### src/rtl/imm_pkg.sv
// Shared definitions for the pipelined immediate generator: format codes,
// select-field layout and the datapath-width legality test.
package imm_pkg;

  // Immediate format codes carried in SELECT[2:0]
  localparam logic [2:0] IMM_U     = 3'b000;
  localparam logic [2:0] IMM_J     = 3'b001;
  localparam logic [2:0] IMM_I     = 3'b010;
  localparam logic [2:0] IMM_B     = 3'b011;
  localparam logic [2:0] IMM_S     = 3'b100;
  localparam logic [2:0] IMM_SHAMT = 3'b101;
  localparam logic [2:0] IMM_ZIMM  = 3'b110;
  localparam logic [2:0] IMM_ILL   = 3'b111;

  // SELECT bit that forces zero-extension instead of sign-extension
  localparam int UNSIGNED_BIT = 3;

  // Only RV32 and RV64 datapaths are supported
  function automatic bit xlen_legal(input int xlen);
    return (xlen == 32) || (xlen == 64);
  endfunction

endpackage

### src/rtl/imm_extract.sv
// Combinational immediate extraction: picks the instruction fields for the
// requested format, extends them and flags the reserved format code.
module imm_extract
  import imm_pkg::*;
#(
  parameter int XLEN    = 32,
  parameter int SHAMT_W = (XLEN == 64) ? 6 : 5
) (
  input  logic [31:0]     INST,
  input  logic [3:0]      SELECT,
  output logic [XLEN-1:0] IMM,
  output logic            ERR
);

  // Everything is built at 64 bits and truncated, so one decoder serves both widths
  logic [63:0] w_imm64;
  logic        w_sign;

  // Field selection and extension for each format
  always_comb begin
    w_imm64 = '0;
    ERR     = 1'b0;
    w_sign  = INST[31] & ~SELECT[UNSIGNED_BIT];
    case (SELECT[2:0])
      // U ignores the unsigned flag: upper bits always follow INST[31]
      IMM_U:     w_imm64 = {{32{INST[31]}}, INST[31:12], 12'b0};
      IMM_J:     w_imm64 = {{43{w_sign}}, INST[31], INST[19:12], INST[20], INST[30:21], 1'b0};
      IMM_I:     w_imm64 = {{52{w_sign}}, INST[31:20]};
      IMM_B:     w_imm64 = {{51{w_sign}}, INST[31], INST[7], INST[30:25], INST[11:8], 1'b0};
      IMM_S:     w_imm64 = {{52{w_sign}}, INST[31:25], INST[11:7]};
      IMM_SHAMT: w_imm64[SHAMT_W-1:0] = INST[20 +: SHAMT_W];
      IMM_ZIMM:  w_imm64 = {59'b0, INST[19:15]};
      default:   ERR = 1'b1;
    endcase
  end

  assign IMM = w_imm64[XLEN-1:0];

  // Opcode bits and (on RV32) the upper half of the scratch value carry no immediate data
  generate
    if (XLEN < 64) begin : g_narrow
      logic w_unused_bits;
      assign w_unused_bits = ^{INST[6:0], w_imm64[63:XLEN]};
    end else begin : g_wide
      logic w_unused_bits;
      assign w_unused_bits = ^INST[6:0];
    end
  endgenerate

endmodule

### src/rtl/imm_gen_pipe.sv
// Registered immediate generator with a 2-entry skid buffer at the ID-stage
// boundary. Immediate and PC-relative target are computed on the input side
// so both storage slots hold finished results.
module imm_gen_pipe
  import imm_pkg::*;
#(
  parameter int XLEN    = 32,
  parameter int SHAMT_W = (XLEN == 64) ? 6 : 5
) (
  input  logic            CLK,
  input  logic            RESET,
  input  logic            FLUSH,
  input  logic            IN_VALID,
  output logic            IN_READY,
  input  logic [31:0]     IN_INST,
  input  logic [XLEN-1:0] IN_PC,
  input  logic [3:0]      SELECT,
  output logic            OUT_VALID,
  input  logic            OUT_READY,
  output logic [XLEN-1:0] OUT_IMM,
  output logic [XLEN-1:0] OUT_TARGET,
  output logic [31:0]     OUT_INST,
  output logic [XLEN-1:0] OUT_PC,
  output logic            OUT_ERR
);

  generate
    if (!xlen_legal(XLEN)) begin : g_xlen_illegal
      $error("imm_gen_pipe: XLEN must be 32 or 64");
    end
  endgenerate

  typedef struct packed {
    logic [XLEN-1:0] imm;
    logic [XLEN-1:0] target;
    logic [XLEN-1:0] pc;
    logic [31:0]     inst;
    logic            err;
  } entry_t;

  entry_t r_os;        // output slot, drives OUT_*
  entry_t r_ss;        // skid slot, catches the accept that races a stall
  logic   r_os_valid;
  logic   r_ss_valid;
  logic   r_in_ready;

  logic [XLEN-1:0] w_imm;
  logic            w_err;
  entry_t          w_in_entry;
  logic            w_accept;
  logic            w_drain;
  logic            w_ss_valid_next;

  imm_extract #(
    .XLEN    (XLEN),
    .SHAMT_W (SHAMT_W)
  ) u_extract (
    .INST   (IN_INST),
    .SELECT (SELECT),
    .IMM    (w_imm),
    .ERR    (w_err)
  );

  assign w_in_entry.imm    = w_imm;
  assign w_in_entry.target = IN_PC + w_imm;
  assign w_in_entry.pc     = IN_PC;
  assign w_in_entry.inst   = IN_INST;
  assign w_in_entry.err    = w_err;

  assign w_accept = IN_VALID & r_in_ready;
  // Output slot can load this edge when it is empty or its entry is leaving
  assign w_drain  = ~r_os_valid | OUT_READY;
  // Skid slot stays busy only if it refills while draining or catches a stalled accept
  assign w_ss_valid_next = w_drain ? (r_ss_valid & w_accept) : (r_ss_valid | w_accept);

  // Slot occupancy and the registered ready; FLUSH drops held entries and any same-cycle accept
  always_ff @(posedge CLK) begin
    if (RESET) begin
      r_os_valid <= 1'b0;
      r_ss_valid <= 1'b0;
      r_in_ready <= 1'b1;
    end else if (FLUSH) begin
      r_os_valid <= 1'b0;
      r_ss_valid <= 1'b0;
      r_in_ready <= 1'b1;
    end else begin
      if (w_drain) begin
        r_os_valid <= r_ss_valid | w_accept;
      end
      r_ss_valid <= w_ss_valid_next;
      r_in_ready <= ~w_ss_valid_next;
    end
  end

  // Slot payloads; the skid entry always moves ahead of a new accept to keep order
  always_ff @(posedge CLK) begin
    if (RESET) begin
      r_os <= '0;
      r_ss <= '0;
    end else if (!FLUSH) begin
      if (w_drain) begin
        if (r_ss_valid) begin
          r_os <= r_ss;
        end else if (w_accept) begin
          r_os <= w_in_entry;
        end
        if (r_ss_valid && w_accept) begin
          r_ss <= w_in_entry;
        end
      end else if (w_accept) begin
        r_ss <= w_in_entry;
      end
    end
  end

  assign IN_READY   = r_in_ready;
  assign OUT_VALID  = r_os_valid;
  assign OUT_IMM    = r_os.imm;
  assign OUT_TARGET = r_os.target;
  assign OUT_INST   = r_os.inst;
  assign OUT_PC     = r_os.pc;
  assign OUT_ERR    = r_os.err;

endmodule

### config.mk
export PLATFORM = sky130hd
export DESIGN_NAME = imm_gen_pipe
export DESIGN_NICKNAME = d
export VERILOG_FILES = /design/src/rtl/imm_pkg.sv /design/src/rtl/imm_extract.sv /design/src/rtl/imm_gen_pipe.sv
export SDC_FILE = /design/constraint.sdc
export NUM_CORES = 1
export LEC_CHECK = 0
export CAP_MARGIN = 40
export CORE_MARGIN = 2
export CORE_UTILIZATION = 39
export CTS_CLUSTER_SIZE = 12
export DETAILED_ROUTE_END_ITERATION = 16
export PLACE_DENSITY_LB_ADDON = 0.2
export SLEW_MARGIN = 25
export SYNTH_ARGS = -nofsm -noshare
export SYNTH_HDL_FRONTEND = slang
export SYNTH_SLANG_ARGS = --single-unit
### constraint.sdc
create_clock -name CLK -period 11.1 [get_ports CLK]
set_clock_uncertainty 0.2 [all_clocks]
set_input_delay 2.22 -clock CLK [delete_from_list [all_inputs] [get_ports CLK]]
set_output_delay 2.22 -clock CLK [all_outputs]
set_load 0.01 [all_outputs]
== After elaboration in Yosys (flattened, before gate mapping) ==
Cells that the tools add are included.
Word-level totals
  input bits: 73
  output and inout bits: 131
  flip-flop bits (word level): 261
  logic and storage cells: 48
Cells by class
  multiplexer cells: 8
  add/subtract/negate cells: 1
  reductions and logical operators: 10
  bitwise logic cells: 9
  equality and inequality tests: 7
Operators with widths (count)
  $mux W129: 4
  $pmux W27 S4: 1
  $add A32 B32 Y32: 1
  $pmux W5 S5: 1
  $eq A3 B3 Y1 const B: 3
  $reduce_or A7 Y1: 1
  $eq A3 B2 Y1 const B: 2
  $reduce_and A3 Y1: 2
  $reduce_or A2 Y1: 3
  $not A1 Y1: 4
  $reduce_bool A2 Y1: 2
  $and A1 B1 Y1: 3
  $eq A3 B1 Y1 const B: 1
  $logic_not A3 Y1: 1
  $mux W1: 2
  $ne A2 B1 Y1 const B: 1
  $or A1 B1 Y1: 2
  $logic_and A1 B1 Y1: 1

== Longest topological paths before layout ==
Gate-level depths: netlist of the first run.
  depth after elaboration: 6
  gate-level depth with buffers: 16
  depth with buffers taken out: 15

== Modules after synthesis ==
From an unflattened synthesis of the first run, not the netlist that was laid out.
Unflattened totals
  cells, all modules: 1494
  area, all modules: 12376.9 um^2
By module, submodules not included
  imm_gen_pipe: instances 1, area each 11818.8 um^2, sequential area each 5225.0 um^2, cells each 1414
  imm_extract: instances 1, area each 558.0 um^2, sequential area each 0.0 um^2, cells each 80

== Least setup slack after synthesis of the first run ==
No wires, ideal clock.
  path kind: input to register
  from: input port SELECT[0]
  to: register r_os, in the netlist OUT_TARGET[31]
  slack: 5729 ps
  stages: 14
  data arrival time: 5091 ps
  path buffers: 1
  setup time: 79 ps
  data required time: 10821 ps
  path through: clkbuf_1 > nand2b_1 > nor2_1 > a222oi_1 > inv_1 > ha_1 > a211oi_1 > o21ai_2 > nand3_1 > o21ai_2 > nor4bb_1 > o21a_1 > o31a_1 > a211oi_2
Between the ends
  word-level cells in the longest chain between the ends: 6
  elaborated cells between the ends (all ways): 14
  those cells by class: add/sub: 1; eq/ne: 6; mux: 4; reduce/logical: 3
Ends and longest elaborated chain
  from (decl): line imm_gen_pipe.sv:17  | input logic [3:0] SELECT,
  $eq A3 B3 Y1 / $eq A3 B2 Y1 (equally long branches): line imm_extract.sv:24  | case (SELECT[2:0])
  $reduce_or A2 Y1 (no line)
  $pmux W5 S5 (*): line imm_extract.sv:24
  via u_extract.IMM[1]: line imm_extract.sv:11  | output logic [XLEN-1:0] IMM,
  $add A32 B32 Y32 (*): line imm_gen_pipe.sv:65  | assign w_in_entry.target = IN_PC + w_imm;
  $mux W129 (*): line imm_gen_pipe.sv:104  | end else if (w_accept) begin
  $mux W129 (*): line imm_gen_pipe.sv:102  | if (r_ss_valid) begin
  to (signal assigned): line imm_gen_pipe.sv:103  | r_os <= r_ss;
  to (signal assigned): line imm_gen_pipe.sv:105  | r_os <= w_in_entry;
  to (decl): line imm_gen_pipe.sv:41  | entry_t r_os;
Mark *: on every way through the listed nets, which the timed path passes. The rest lies on a longest branch. The select of a mux whose other input is x is not followed.
A chain may end at the register's enable or synchronous reset.

== Final worst setup path of the first run ==
  from: input port SELECT[1]
  to: register r_os, in the netlist OUT_TARGET[30]
Between the ends
  word-level cells in the longest chain between the ends: 6
  elaborated cells between the ends (all ways): 14
  those cells by class: add/sub: 1; eq/ne: 6; mux: 4; reduce/logical: 3
Ends and longest elaborated chain (line)
  $eq A3 B2 Y1 / $eq A3 B3 Y1 (equally long branches): imm_extract.sv:24
  $reduce_or A2 Y1 (no line)
  $pmux W27 S4 (*): imm_extract.sv:24
  via u_extract.IMM[24]: imm_extract.sv:11
  $add A32 B32 Y32 (*): imm_gen_pipe.sv:65
  $mux W129 (*): imm_gen_pipe.sv:104
  $mux W129 (*): imm_gen_pipe.sv:102
Marked as above.

==> metrics.yaml, run 1 <==
post-route-period-util: 0.563
grt_pass1_vias: 10700
synth_seq_cells: 261
portBuffers: 203
final_area_sq_um: 15700
hold_viol: 0
outcome: "finished clean"
synth_area_per_cell_sq_um: 8.00
p_per_area_nw_per_um2: 153
holdPathEnd: "r_ss[75]$_SDFFE_PP0P_"
synth-edff-count: 0
path_clk_slew_ns: 0.06
reg2reg_to: "r_ss[126]$_SDFFE_PP0P_"
leakage_nw: 5.65
wl_per_cell_microns: 18.6
slew_headroom: 0.402
antenna_cells: 0
ant_nets: 0
async_flop_share: 0
sw_frac_of_total: 0.276
netlist_top_cells_area: "dfxtp_1 (42%), nand2_1 (9.3%), a21oi_1 (7.2%), a211oi_1 (7.2%), mux2i_1 (6.7%)"
netlist_instances: 1566
dp_hpwl_microns: 27300
post_cts_resize_count: 0
ys_seq_area_frac: 0.417
areaGrowthSynthToFinish_pct: 25.7
yosys.area_share.simple: 0.185
ir_drop_mv: 0.128
synth.net_count: 1671
top_layer: "met4"
cts.sinks: 261
gp_congestion: 0.862
fin_crit_ns: 6.25
track_usage: 0.228
grt_pass1_wl_microns: 60900
reg2reg_depth: 7
drc: 0
yosysTopAreaCell: "dfxtp_1"
cts_tree: "built"
met3_wirelength_microns: 2250
clkPwrFrac: 0.416
worst-path-buf-inv: 3
required_ns: 11.36
path_cells: "clkdlybuf4s50_1 > nor2_2 > xnor2_2 > nor3b_1 > buf_4 > a21oi_1 > inv_1 > ha_1 > a21oi_1 > nand2_1 > a41o_1 > a21oi_1 > nor2b_1 > a311oi_1 > xor2_1 > a211oi_1"
yosysTopAreaCellShare: 0.417
worst_slew_pin_slew_ns: 0.897
dr_wl_met2_microns: 17800
cts.path.max_buffers: 3
ctsHoldBuffers: 0
synth_area_sq_um: 12500
grt_overflow: 0
synth_adder_area_share: 0.0334
m1WireLength_microns: 18700
routed_wl_microns: 39400
critical_path.endpoint_type: "flip-flop"
antenna_found_initial: 0
critPathMaxStageDelay_ns: 0.75
finalMaxSlewViolations: 0
setup_viol: 0
crit_arrival_ns: 6.50
seq_power_share: 0.414
hold_path_depth: 2
yosysWarnings: 0
drive_gt1_frac: 0.0488
cp_common_cell: "a21oi_1"
via_count: 11500
dieHeight_microns: 183
dp_slack_ns: 4.41
post_cts_buffers: 0
nets: 1803
cts_max_level: 1
synthMuxAreaShare: 0.0671
final_core_util: 0.499
clock.fmax_mhz: 160
min-delay-start: "r_ss[75]$_SDFFE_PP0P_"
cp_max_fo: 12
drt_pass1_iterations: 5
maxCapViolCount: 0
regToRegSetupSlack_ns: 8.05
initial_core_util: 0.397
via_per_inst: 5.43
slowest_stage: "clkdlybuf4s50_1"
n_fill_cell: 3014
switchingPower_mw: 0.663
synth.distinct_cells: 73
synth_compound_area_frac: 0.220
die_w_microns: 183
worstSetupPathType: "in2reg"
core_sq_um: 31600
clk_latency_ns: 0.56
ios: 204
cts_buffers: 30
tns_ns: 0
synth_most_common_cell: "nand2_1"
power_frac_comb: 0.170
reg2reg_from: "r_ss_valid$_SDFF_PP0_"
hp-class: "reg2reg"
grt_max_degree: 189
ys.flop_type: "dfxtp_1"
clockRootBuffer: "clkbuf_16"
fin_ws_ns: 4.85
crit_family: "compound AO/OA/AOI/OAI gates"
synth_commonest_cells: "nand2_1 (310), dfxtp_1 (261), a21oi_1 (181)"
startpoint_type: "input pin"
placed_area_sq_um: 14700
drt_iter0_markers: 854
die-area_sq_um: 33600
synthXorXnorAreaFrac: 0.0195
fp-row-count: 65
synth_top_family_by_area: "compound AO/OA/AOI/OAI gates"
rsz0062_at_grt: "no"
cell_internal_pwr_mw: 1.74
## metal layers
metal / GRT usage / up-vias
met2: 0.368 / 324
met5: 0 / -
met3: 0.0340 / 39
met4: 0.0493 / 0
met1: 0.323 / 5393
li1: - / 5756
## flip-flops by register name (all words and copies together), names as in the netlist
signal,cells
IN_READY,1
OUT_ERR,1
OUT_IMM,32
OUT_INST,32
OUT_PC,32
OUT_TARGET,32
OUT_VALID,1
r_ss,129
r_ss_valid,1
## worst max-delay path by stage
stage              start                           to  cells past startpoint
5_1_grt        SELECT[1]  OUT_TARGET[30]$_SDFFE_PP0P_                     16
3_5_place_dp   SELECT[1]  OUT_TARGET[30]$_SDFFE_PP0P_                     16
6_report       SELECT[1]  OUT_TARGET[30]$_SDFFE_PP0P_                     16
2_1_floorplan  SELECT[0]  OUT_TARGET[31]$_SDFFE_PP0P_                     14
4_1_cts        SELECT[1]  OUT_TARGET[30]$_SDFFE_PP0P_                     16
3_3_place_gp   SELECT[1]  OUT_TARGET[30]$_SDFFE_PP0P_                     16
## layout by cell type, fill, tap and decap left out, types with 5 or more instances in the layout
master             n
xor2_1            11
ha_1              31
a21o_1             8
clkbuf_16         31
a21oi_1          181
buf_4             11
xnor2_1           15
clkinv_2           5
nand2_1          310
nand4_1           13
o21a_1             7
o211ai_1           9
clkbuf_1           6
a211oi_1         120
nor2_1           150
o21ai_0           61
nor3_1            11
or3_1             10
a31oi_1            8
clkdlybuf4s50_1  202
mux2i_1           84
nand2b_1           8
inv_1             41
nand3_1           19
nor2b_1            7
clkbuf_8           7
o21bai_1           6
or4_1              5
dfxtp_1          260
## worst register-to-register path: stages (launching register included)
cell      delay (ns)
dfxtp_4         0.74
nor2_1          0.16
nor3_2          0.12
buf_4           0.57
buf_4           0.50
buf_16          0.33
nor2_1          0.09
a211oi_1        0.24
## power groups by stage
| stage | Clock (mW) | Sequential, mW | Combinational, mW |
|---|---|---|---|
| finish | 1.00 | 0.994 | 0.408 |
| global route | 1.06 | 0.998 | 0.446 |
| global placement | 0 | 1.01 | 0.404 |
| detailed placement | 0 | 1.01 | 0.406 |
| floorplan | 0 | 1.02 | 0.223 |
| CTS | 1.02 | 0.994 | 0.409 |
## through the flow
stage	cells	total power, mW	hold slack, ns
6_report	2122	2.40	0.248
5_1_grt	2122	2.51	0.270
4_1_cts	2121	2.42	0.252
3_5_place_dp	2067	1.42	0.244
3_3_place_gp	2062	1.42	0.238
2_1_floorplan	1566	1.25	0.231
## cells by family after synthesis
family	after synthesis
adders and majority gates	33
DFF	261
xor gates and xnor gates	27
muxes	84
and+or+nand+nor	555
AOI/OAI and AO/OA	443
buffers and inverters	163
## final cells by class
type                    instances  area [sq um]  share of cell area
repair buffers                221          2270               0.144
inverters                      42           158              0.0100
flip-flops and latches        261          5230               0.332
multi-input cells            1142          6590               0.418
clock inverters                11           118             0.00747
well taps                     402           503              0.0319
clock buffers                  43           881              0.0559
(Power assumes the default switching activity.)
==> inputs of run 2 (changes only) <==
clock period = 5 ns   (was 11.1 ns; I/O delays follow)
==> metrics.yaml, run 2 (synthesis gave the netlist of run 1 again) <==
outcome: "finished clean"
regMostFlops: "r_ss"
holdPathEnd: "OUT_IMM[4]$_SDFFE_PP0P_"
die_w_microns: 183  # unchanged
grt_pass1_vias: 10900  # +1.7%
final_common_cell: "nand2_1"
worst_slew_pin_slew_ns: 0.858  # -0.0389 ns
grt_pass1_wl_microns: 60400  # -0.69%
clk_latency_ns: 0.55  # about the same
post-route-period-util: 0.924
ctsHoldBuffers: 0  # unchanged
nets: 1838  # +1.9%
post_cts_buffers: 0  # unchanged
ant_nets: 0  # unchanged
required_ns: 5.26  # -6.10 ns
reg2reg_from: "r_ss_valid$_SDFF_PP0_"
hold_path_depth: 2  # unchanged
dp_hpwl_microns: 27700  # +1.3%
cts.sinks: 261  # unchanged
wl_per_cell_microns: 18.2  # -2.2%
drc: 0  # unchanged
via_per_inst: 5.42  # -0.10%
cts_tree: "built"
areaGrowthSynthToFinish_pct: 28.3
dieHeight_microns: 183  # unchanged
setup_viol: 0  # unchanged
die-area_sq_um: 33600  # unchanged
cts_buffers: 30  # unchanged
ios: 204  # unchanged
critical_path.endpoint_type: "flip-flop"
gp_congestion: 0.907  # +5.2%
startpoint_type: "input pin"
leakage_nw: 5.86  # +3.7%
path_clk_slew_ns: 0.06  # about the same
finalMaxSlewViolations: 0  # unchanged
initial_core_util: 0.397  # unchanged
final_core_util: 0.509  # +0.0103
slew_headroom: 0.426  # +0.0238
most-common-layout-cells: "nand2_1 (310), dfxtp_1 (260), clkdlybuf4s50_1 (202)"
cts.path.max_buffers: 3  # unchanged
min-delay-start: "OUT_IMM[4]$_SDFFE_PP0P_"
reg2reg_to: "OUT_TARGET[30]$_SDFFE_PP0P_"
fin_crit_ns: 4.62
drt_pass1_iterations: 5  # unchanged
regToRegSetupSlack_ns: 2.20  # -5.85 ns
maxCapViolCount: 0  # unchanged
drive_gt1_frac: 0.0694  # +0.0206
p_per_area_nw_per_um2: 345  # +130%
routed_wl_microns: 39200  # -0.47%
track_usage: 0.225  # -0.00299
grt_overflow: 0  # unchanged
clock.fmax_mhz: 216
grt_max_degree: 143  # -24%
hold_viol: 0  # unchanged
rsz0062_at_grt: "no"
cts_max_level: 1  # unchanged
post_cts_resize_count: 0  # unchanged
via_count: 11700  # +1.6%
crit_arrival_ns: 4.88  # -1.62 ns
cp_max_fo: 8  # -4
drt_iter0_markers: 793  # -7.1%
clockRootBuffer: "clkbuf_16"
worstSetupPathType: "in2reg"
portBuffers: 203  # unchanged
total_power_mw: 5.55  # +130%
antenna_found_initial: 0  # unchanged
ir_drop_mv: 0.235  # +83%
antenna_cells: 0  # unchanged
fp-row-count: 65  # unchanged
reg2reg_depth: 4  # -3
largest_reg_flops: 129  # unchanged
hp-class: "reg2reg"
core_sq_um: 31600  # unchanged
==> run 2: changes by cell type in the layout (fill, tap and decap cells not counted) <==
cell / change
buf_16: -2
buf_4: +37
buf_6: -1
buf_8: +1
bufinv_16: +2
clkbuf_1: -1
clkbuf_8: +5
clkinv_2: -1
clkinv_4: -2
clkinvlp_4: -2
inv_8: +1
==> run 2: per-layer routing <==
layer | vias to the layer above | part of all wire | global-route usage
met5 | - | 0 | 0
met1 | 5525 | 0.46 | 0.312
met4 | 0 | 0.023 | 0.0531
met2 | 325 | 0.46 | 0.369
li1 | 5797 | - | -
met3 | 54 | 0.059 | 0.0349
==> run 2: how the worst max path moves through the flow <==
stage | from | depth (start not counted) | slack (ns) | to
after CTS | SELECT[1] | 15 | 0.45 | OUT_TARGET[30]$_SDFFE_PP0P_
after global routing | SELECT[1] | 15 | 0.11 | OUT_TARGET[30]$_SDFFE_PP0P_
after global placement | SELECT[1] | 15 | 0.005 | OUT_TARGET[30]$_SDFFE_PP0P_
after floorplan | SELECT[0] | 14 | 0.85 | OUT_TARGET[31]$_SDFFE_PP0P_
final | SELECT[1] | 15 | 0.38 | OUT_TARGET[30]$_SDFFE_PP0P_
after detailed placement | SELECT[1] | 15 | -0.09 | OUT_TARGET[30]$_SDFFE_PP0P_
==> run 2: metrics by stage <==
stage	instances	hold WS, ns	worst slack, ns	instance area, sq um	setup TNS (ns)
final	2159	0.252	0.379	16100	0
after global placement	2100	0.237	0.00465	14900	0
after detailed placement	2102	0.245	-0.0882	14900	-0.196
after floorplan	1566	0.231	0.849	12500	0
after CTS	2158	0.253	0.454	16000	0
after global routing	2159	0.268	0.114	16100	0
==> run 2: critical path: stages <==
cell             delay [ns]
clkdlybuf4s50_1        0.68
nand2b_1               0.16
buf_4                  0.17
a21oi_1                0.45
a21oi_1                0.15
inv_1                  0.12
ha_1                   0.30
a21oi_1                0.23
o21ai_0                0.14
or2_2                  0.28
a21oi_1                0.22
o21ai_1                0.15
a311oi_1               0.46
xor2_1                 0.13
a211oi_1               0.24
==> run 2: cell type report <==
cell class / count / area [sq um]
Fill cell: 3022 / 15500
Tap cell: 402 / 503
Clock inverter: 9 / 151
Timing Repair Buffer: 256 / 2500
Multi-Input combinational cell: 1142 / 6590
Inverter: 42 / 158
Clock buffer: 47 / 946
Sequential cell: 261 / 5230
==> run 2: power by group <==
group	total, mW	leakage [nW]	internal (mW)	switching [mW]
logic	0.943	3.19	0.411	0.531
registers	2.21	2.13	2.16	0.0463
clock network	2.40	0.545	1.50	0.899
==> inputs of run 3 (changes only) <==
CAP_MARGIN = default   (was 40)
==> metrics.yaml, run 3 (synthesis gave the netlist of run 1 again) <==
drc: 0  # unchanged
via_count: 11600  # -0.56%
largest_reg_flops: 129  # unchanged
drive_gt1_frac: 0.0658  # -0.00361
post-route-period-util: 0.902  # -0.0221
crit_path_end: "OUT_TARGET[30]$_SDFFE_PP0P_"
most-common-layout-cells: "nand2_1 (310), dfxtp_1 (260), clkdlybuf4s50_1 (202)"
required_ns: 5.26  # about the same
critical_path.endpoint_type: "flip-flop"
grt_overflow: 0  # unchanged
crit_arrival_ns: 4.77  # -0.11 ns
crit_path_start: "SELECT[1]"
cts.path.max_buffers: 3  # unchanged
core_sq_um: 31600  # unchanged
p_per_area_nw_per_um2: 334  # -3.2%
seq_power_share: 0.416  # +0.018
final_common_cell: "nand2_1"
dp_hpwl_microns: 27600  # -0.44%
outcome: "finished clean"
clock.fmax_mhz: 222  # +2.5%
cts_tree: "built"
finalMaxSlewViolations: 0  # unchanged
power_frac_comb: 0.177  # +0.007
die_w_microns: 183  # unchanged
antenna_found_initial: 0  # unchanged
nets: 1834  # -0.22%
final_core_util: 0.503  # -0.00630
startpoint_type: "input pin"
register_area_sq_um: 5230  # unchanged
areaGrowthSynthToFinish_pct: 26.7
post_cts_buffers: 0  # unchanged
drt_pass1_iterations: 5  # unchanged
grt_max_degree: 143  # unchanged
track_usage: 0.226  # +0.000510
n_fill_cell: 3067  # +1.5%
routed_wl_microns: 39200  # about the same
worstSetupPathType: "in2reg"
ir_drop_mv: 0.263  # +12%
dieHeight_microns: 183  # unchanged
ios: 204  # unchanged
drt_iter0_markers: 820  # +3.4%
die-area_sq_um: 33600  # unchanged
regToRegSetupSlack_ns: 2.23  # +0.03 ns
worst_slew_pin_slew_ns: 0.964  # +0.107 ns
multi_input_comb_area_sq_um: 6590  # about the same
slew_headroom: 0.357  # -0.0690
ant_nets: 0  # unchanged
cp_max_fo: 11  # +3
switchingPower_mw: 1.44  # -2.6%
path_clk_slew_ns: 0.06  # about the same
rsz0062_at_grt: "no"
hp-class: "reg2reg"
leakage_nw: 5.77  # -1.6%
reg2reg_to: "OUT_TARGET[30]$_SDFFE_PP0P_"
initial_core_util: 0.397  # unchanged
cell_internal_pwr_mw: 3.87  # -5.0%
clkPwrFrac: 0.407  # -0.025
grt_pass1_vias: 10700  # -1.2%
antenna_cells: 0  # unchanged
reg2reg_from: "r_ss_valid$_SDFF_PP0_"
grt_pass1_wl_microns: 60300  # -0.15%
hold_viol: 0  # unchanged
fin_crit_ns: 4.51  # -0.111 ns
post_cts_resize_count: 0  # unchanged
clockRootBuffer: "clkbuf_16"
cts_max_level: 1  # unchanged
total_power_mw: 5.30  # -4.4%
fp-row-count: 65  # unchanged
sw_frac_of_total: 0.271  # +0.00507
via_per_inst: 5.41  # -0.10%
setup_viol: 0  # unchanged
regMostFlops: "r_ss"
wl_per_cell_microns: 18.2  # +0.37%
maxCapViolCount: 0  # unchanged
portBuffers: 203  # unchanged
reg2reg_depth: 4  # unchanged
clk_latency_ns: 0.55  # about the same
cts_buffers: 29  # -3.3%
cts.sinks: 261  # unchanged
ctsHoldBuffers: 0  # unchanged
gp_congestion: 0.907  # unchanged
-- run 3: changes by cell type in the layout (fill, tap and decap cells not counted), sizes merged --
cell,delta
clkbuf,-9
buf,-3
clkinv,+3
bufinv,-1
-- run 3: worst max-delay path: stages --
cell and delay (ns):
clkdlybuf4s50_1 0.68, nor2_2 0.11, xnor2_2 0.15, nor3b_1 0.14, buf_4 0.17, a21oi_1 0.28, inv_1 0.14, ha_1 0.40
a21oi_1 0.32, nand2_1 0.12, a41o_1 0.26, a21oi_1 0.14, nor2b_1 0.06, a311oi_1 0.43, xor2_1 0.14, a211oi_1 0.22
-- run 3: worst min-delay path by stage --
stage / startpoint / endpoint / cells past startpoint
finish: r_ss[75]$_SDFFE_PP0P_ / r_ss[75]$_SDFFE_PP0P_ / 2
global route: r_ss[75]$_SDFFE_PP0P_ / r_ss[75]$_SDFFE_PP0P_ / 2
CTS: r_ss[75]$_SDFFE_PP0P_ / r_ss[75]$_SDFFE_PP0P_ / 2
detailed placement: r_ss[75]$_SDFFE_PP0P_ / r_ss[75]$_SDFFE_PP0P_ / 2
global placement: r_ss[81]$_SDFFE_PP0P_ / r_ss[81]$_SDFFE_PP0P_ / 2
floorplan: r_ss[75]$_SDFFE_PP0P_ / r_ss[75]$_SDFFE_PP0P_ / 2
-- run 3: final cells by class --
cell class                      instances  area share
Tap cell                              402      0.0317
Sequential cell                       261       0.329
Clock inverter                         11     0.00867
Multi-Input combinational cell       1142       0.415
Clock buffer                           38      0.0516
Inverter                               42     0.00993
Timing Repair Buffer                  253       0.153
-- run 3: power groups by stage --
stage / clock network (mW) / registers (mW) / logic, mW
after floorplan: 0 / 2.27 / 0.495
after global placement: 0 / 2.25 / 0.932
after detailed placement: 0 / 2.25 / 0.936
after CTS: 2.20 / 2.21 / 0.941
after global routing: 2.30 / 2.22 / 1.02
final: 2.16 / 2.21 / 0.938
-- run 3: routing by layer --
| metal | GRT usage | vias to the layer above | wire length, microns |
|---|---|---|---|
| li1 | - | 5777 | - |
| met1 | 0.322 | 5536 | 18500 |
| met2 | 0.370 | 289 | 18300 |
| met3 | 0.0282 | 33 | 1970 |
| met4 | 0.0397 | 0 | 414 |
| met5 | 0 | - | 0 |
-- run 3: stage by stage --
| step | instance area [sq um] | setup TNS, ns | setup WS, ns | hold slack, ns | cells |
|---|---|---|---|---|---|
| 6_report | 15900 | 0 | 0.490 | 0.248 | 2149 |
| 5_1_grt | 15900 | 0 | 0.132 | 0.265 | 2149 |
| 4_1_cts | 15900 | 0 | 0.389 | 0.251 | 2149 |
| 3_5_place_dp | 14900 | -0.721 | -0.177 | 0.243 | 2100 |
| 3_3_place_gp | 14900 | 0 | 0.00465 | 0.237 | 2100 |
| 2_1_floorplan | 12500 | 0 | 0.849 | 0.231 | 1566 |
